## src/rtl/vc_arbiter_ctrl.sv

```systemverilog
// Scheduler moving words from two virtual-channel FIFOs into two
// destination FIFOs, with VC0 priority bounded by VC1 anti-starvation.
module vc_arbiter_ctrl #(
  parameter int DATA_WIDTH   = 6,
  parameter int DEST_BIT     = 4,
  parameter int STARVE_LIMIT = 4,
  parameter int CNT_WIDTH    = 8
) (
  input  logic                  clk,
  input  logic                  reset,
  input  logic                  enable,
  input  logic                  vc0_empty,
  input  logic                  vc1_empty,
  input  logic [DATA_WIDTH-1:0] vc0_data,
  input  logic [DATA_WIDTH-1:0] vc1_data,
  output logic                  vc0_pop,
  output logic                  vc1_pop,
  input  logic                  d0_almost_full,
  input  logic                  d1_almost_full,
  output logic                  d0_push,
  output logic                  d1_push,
  output logic [DATA_WIDTH-1:0] d_data,
  output logic                  pause,
  output logic [CNT_WIDTH-1:0]  d0_count,
  output logic [CNT_WIDTH-1:0]  d1_count
);

  localparam int SW = (STARVE_LIMIT < 1) ? 1 : $clog2(STARVE_LIMIT + 1);
  localparam logic [SW-1:0] LIMIT = SW'(STARVE_LIMIT);

  typedef enum logic [1:0] {OFF, RUN, PAUSE} state_t;

  state_t          state;
  state_t          state_nxt;
  logic [SW-1:0]   starve_cnt;
  logic [SW-1:0]   starve_nxt;
  logic            grant0;
  logic            grant1;
  logic            can_pop;
  logic            af;
  logic            vld;
  logic            sel1;
  logic [DATA_WIDTH-1:0] word;

  assign af    = d0_almost_full | d1_almost_full;
  assign word  = sel1 ? vc1_data : vc0_data;
  assign pause = (state == PAUSE);

  always_comb begin
    state_nxt  = state;
    can_pop    = 1'b0;
    grant0     = 1'b0;
    grant1     = 1'b0;
    starve_nxt = starve_cnt;
    unique case (state)
      OFF: begin
        if (enable) state_nxt = RUN;
      end
      RUN: begin
        if (!enable)  state_nxt = OFF;
        else if (af)  state_nxt = PAUSE;
        else          can_pop   = 1'b1;
      end
      PAUSE: begin
        if (!enable) begin
          state_nxt = OFF;
        end else if (!af) begin
          state_nxt = RUN;
          can_pop   = 1'b1;
        end
      end
      default: state_nxt = OFF;
    endcase
    // VC1 wins a contested slot only once the limit is reached
    if (can_pop) begin
      if (!vc0_empty && (vc1_empty || starve_cnt != LIMIT))
        grant0 = 1'b1;
      else if (!vc1_empty)
        grant1 = 1'b1;
    end
    if (vc1_empty || grant1)
      starve_nxt = '0;
    else if (grant0 && starve_cnt != LIMIT)
      starve_nxt = starve_cnt + SW'(1);
  end

  always_ff @(posedge clk or posedge reset) begin
    if (reset) begin
      state      <= OFF;
      starve_cnt <= '0;
      vc0_pop    <= 1'b0;
      vc1_pop    <= 1'b0;
      vld        <= 1'b0;
      sel1       <= 1'b0;
      d0_push    <= 1'b0;
      d1_push    <= 1'b0;
      d_data     <= '0;
      d0_count   <= '0;
      d1_count   <= '0;
    end else begin
      state      <= state_nxt;
      starve_cnt <= starve_nxt;
      vc0_pop    <= grant0;
      vc1_pop    <= grant1;
      vld        <= vc0_pop | vc1_pop;
      sel1       <= vc1_pop;
      d0_push    <= vld & ~word[DEST_BIT];
      d1_push    <= vld &  word[DEST_BIT];
      if (vld) begin
        d_data <= word;
        if (word[DEST_BIT]) d1_count <= d1_count + CNT_WIDTH'(1);
        else                d0_count <= d0_count + CNT_WIDTH'(1);
      end
    end
  end

endmodule

```

## config.mk

```make
export PLATFORM = sky130hd
export DESIGN_NAME = vc_arbiter_ctrl
export DESIGN_NICKNAME = d
export VERILOG_FILES = /design/src/rtl/vc_arbiter_ctrl.sv
export SDC_FILE = /design/constraint.sdc
export NUM_CORES = 1
export LEC_CHECK = 0
export BUFFER_PORTS_ARGS = -buffer_cell sky130_fd_sc_hd__buf_2
export CAP_MARGIN = 10
export CORE_MARGIN = 3
export CORE_UTILIZATION = 55
export DETAILED_ROUTE_END_ITERATION = 12
export GPL_ROUTABILITY_DRIVEN = 0
export HOLD_SLACK_MARGIN = 0.06
export PLACE_DENSITY = 0.84
export SYNTH_ARGS = -nofsm -noshare
export SYNTH_HDL_FRONTEND = slang
export SYNTH_SLANG_ARGS = --single-unit
```

## constraint.sdc

```tcl
create_clock -name clk -period 3.45 [get_ports clk]
set_input_delay 0.69 -clock clk [delete_from_list [all_inputs] [get_ports clk]]
set_output_delay 0.69 -clock clk [all_outputs]
set_load 0.01 [all_outputs]
```

==> results.sh <==
export IMPL_max_slew_margin_pct=56.9
export IMPL_syn_nets=163
export IMPL_rows=18
export IMPL_post_cts_resized=0
export IMPL_syn_area_per_cell_um2=11.7
export IMPL_status="finished, final reports clean"
export IMPL_place_ws_ns=1.57
export IMPL_grt_pass1_vias=1097
export IMPL_worst_pin_slew_ns=0.646
export IMPL_path_buf_inv=2
export IMPL_synth_area_leaders="dfrtp_1, ha_1, xnor2_1"
export IMPL_synth_area_leader_cell="dfrtp_1"
export IMPL_place_inst=208
export IMPL_slew_violations=0
export IMPL_hold_buffers=0
export IMPL_crit_path_end_kind="output port"
export IMPL_fin_nets=212
export IMPL_cts_setup_buffers=0
export IMPL_ys_seq_area_share_pct=52.0
export IMPL_synth_cell_type_count=36
export IMPL_cp_top_family="flip-flops"
export IMPL_clk_pin_slew_worst_paths_ns=0.09
export IMPL_layout_drive_gt1_share_pct=33.9
export IMPL_diodes=0
export IMPL_whs_ns=0.409
export IMPL_setup_viol=0
export IMPL_ir_drop_uv=413
export IMPL_crit_path_top_delay_cell="dfrtp_1"
export IMPL_cts_tree="yes"
export IMPL_hp_class="reg2reg"
export IMPL_grt_overflow_total=0
export IMPL_io_pins=46
export IMPL_grt_pass1_wl_um=4860
export IMPL_drt_wirelength_per_cell_um=13.4
export IMPL_instances_no_fill=216
export IMPL_clockBufferDepth=2
export IMPL_grt_usage_pct=19.0
export IMPL_fin_crit_ns=1.89
export IMPL_crit_required_ns=2.76
export IMPL_synth_top_cell_area_share_pct=52.0
export IMPL_min_to="sel1"
export IMPL_max_clock_freq_mhz=530
export IMPL_start_util_pct=60.8
export IMPL_max_cap_violations=0
export IMPL_setup_tns_ns=0
export IMPL_first_pass_iters=4
export IMPL_rr_worst_depth=5
export IMPL_startpoint_type="register"
export IMPL_worst_slack_ns=1.56
export IMPL_critical_path_class="reg2out"
export IMPL_htreeDepth=2
export IMPL_synth_area_um2=1590
export IMPL_dp_hpwl_um=2260
export IMPL_numCtsBuffers=5
export IMPL_port_buffers=45
export IMPL_netlist_instances=136
export IMPL_root_buffer="clkbuf_4"
export IMPL_path_max_fanout=4
export IMPL_worstSkewPairLatency_ns=0.33
export IMPL_arrival_ns=1.20
export IMPL_ys_ff_latch=33
export IMPL_cts_sinks=33
export IMPL_yosys_warnings=0
export IMPL_die_width_um=59.8
export IMPL_power_density_nw_per_um2=542
export IMPL_hold_depth=0
export IMPL_via_count=1153
export IMPL_hold_viol_final=0
export IMPL_total_power_mw=1.02
export IMPL_area_growth_pct=18.3
export IMPL_rsz0062_at_grt="no"
export IMPL_totalWireLength_um=2900
export IMPL_min_from="vc1_pop"
export IMPL_grt_max_degree=34
export IMPL_drt_vias_per_instance=5.34
export IMPL_antenna_left=0
export IMPL_first_iter_violations=26
export IMPL_grt_antenna_before_repair=0
export IMPL_p_leak_nw=0.937
export IMPL_r2r_end="starve_cnt[2]"
export IMPL_die_area_um2=3570
export IMPL_design_core_area_um2=2610
export IMPL_fillCellCount=194
export IMPL_dieHeight_um=59.8
export IMPL_path_cells="inv_1 -> ha_1 -> buf_2"
export IMPL_r2r_start="state[0]"
export IMPL_drc=0
export IMPL_skew_ns=0.00362
export IMPL_cp_slowest_stage_delay_ns=0.42
export IMPL_timing_final_crit_share_pct=54.7
export IMPL_r2r_slack_ns=1.71
## cells in the final DEF (no fill, tap or decap), types with 2 or more instances in the layout
cell      count
buf_2        45
dfrtp_1      33
a21oi_1       9
inv_1         8
xnor2_1       8
ha_1          8
nand2_1       7
mux2i_1       6
nor2_1        6
xor2_1        6
nand4_1       5
nor3_1        5
clkbuf_4      5
nand3_1       4
o21ai_0       3
clkbuf_1      3
and4_1        2
or3b_2        2
mux2_2        2
nand3b_1      2
and3_1        2
## where the power goes
group          switching, mW  internal, mW
clock                  0.115        0.0811
sequential            0.0635         0.461
combinational          0.157         0.142
total                  0.335         0.684
## Yosys cell counts
cell type / number
a21boi_0: 1
a21oi_1: 9
and2_1: 1
and3_1: 2
and3_2: 1
and4_1: 2
and4bb_2: 1
buf_1: 1
buf_2: 1
buf_4: 1
buf_6: 1
dfrtp_1: 33
ha_1: 8
inv_1: 8
mux2_2: 2
mux2i_1: 6
mux2i_4: 1
nand2_1: 7
nand2b_1: 1
nand3_1: 4
nand3b_1: 2
nand4_1: 5
nand4bb_4: 1
nor2_1: 6
nor2b_2: 1
nor3_1: 5
nor3b_2: 1
nor4_1: 1
o21a_1: 1
o21ai_0: 3
o221a_2: 1
or2_2: 1
or3b_2: 2
or4b_1: 1
xnor2_1: 8
xor2_1: 6
## metal layers
layer	track usage [%]	vias up	share of wire, %
met5	0	-	0
met4	9.18	0	2.0
met3	7.34	5	8.4
met2	30.4	38	49
met1	22.2	536	41
li1	-	574	-
## state kept, by name (all words and copies together) (netlist names)
| signal | cells |
|---|---|
| vc0_pop | 1 |
| vc1_pop | 1 |
| vld | 1 |
| d0_count | 8 |
| starve_cnt | 3 |
| d1_count | 8 |
| d_data | 6 |
| d1_push | 1 |
| state | 2 |
| sel1 | 1 |
| d0_push | 1 |
## worst max-delay path by stage
stage | cells past startpoint | slack, ns | from | endpoint
2_1_floorplan | 3 | 1.72 | d1_almost_full | state[0]
3_3_place_gp | 4 | 1.60 | d1_almost_full | state[0]
3_5_place_dp | 4 | 1.57 | d1_almost_full | state[0]
4_1_cts | 3 | 1.54 | state[0] | pause
5_1_grt | 3 | 1.44 | state[0] | pause
6_report | 3 | 1.56 | state[0] | pause
## cells by family (layout without fill, tap and decap cells)
kind of cell	after synthesis	count (layout)	synth area share, %
AO/OA/AOI/OAI	15	15	5.43
XOR/XNOR	14	14	7.72
adder cells (fa/ha/maj)	8	8	6.30
buffers and inverters	12	62	3.62
flip-flops	33	33	52.0
multiplexers	9	9	6.61
AND/OR/NAND/NOR	45	45	18.3
## through the flow
stage                     instance area, um2  util [%]
final                                   1880      72.0
after global routing                    1880      72.0
after CTS                               1880      72.0
after detailed placement                1830      70.1
after global placement                  1830      70.1
after floorplan                         1590         -
## cell type report
type,count,area [um2],area share (%)
repair buffers,46,233,12.4
clock buffers,8,48.8,2.59
multi-input cells,91,706,37.5
flip-flops and latches,33,826,43.9
well taps,30,37.5,2.00
inverters,8,30.0,1.60
No activity file was read; power rests on OpenSTA's default activity.
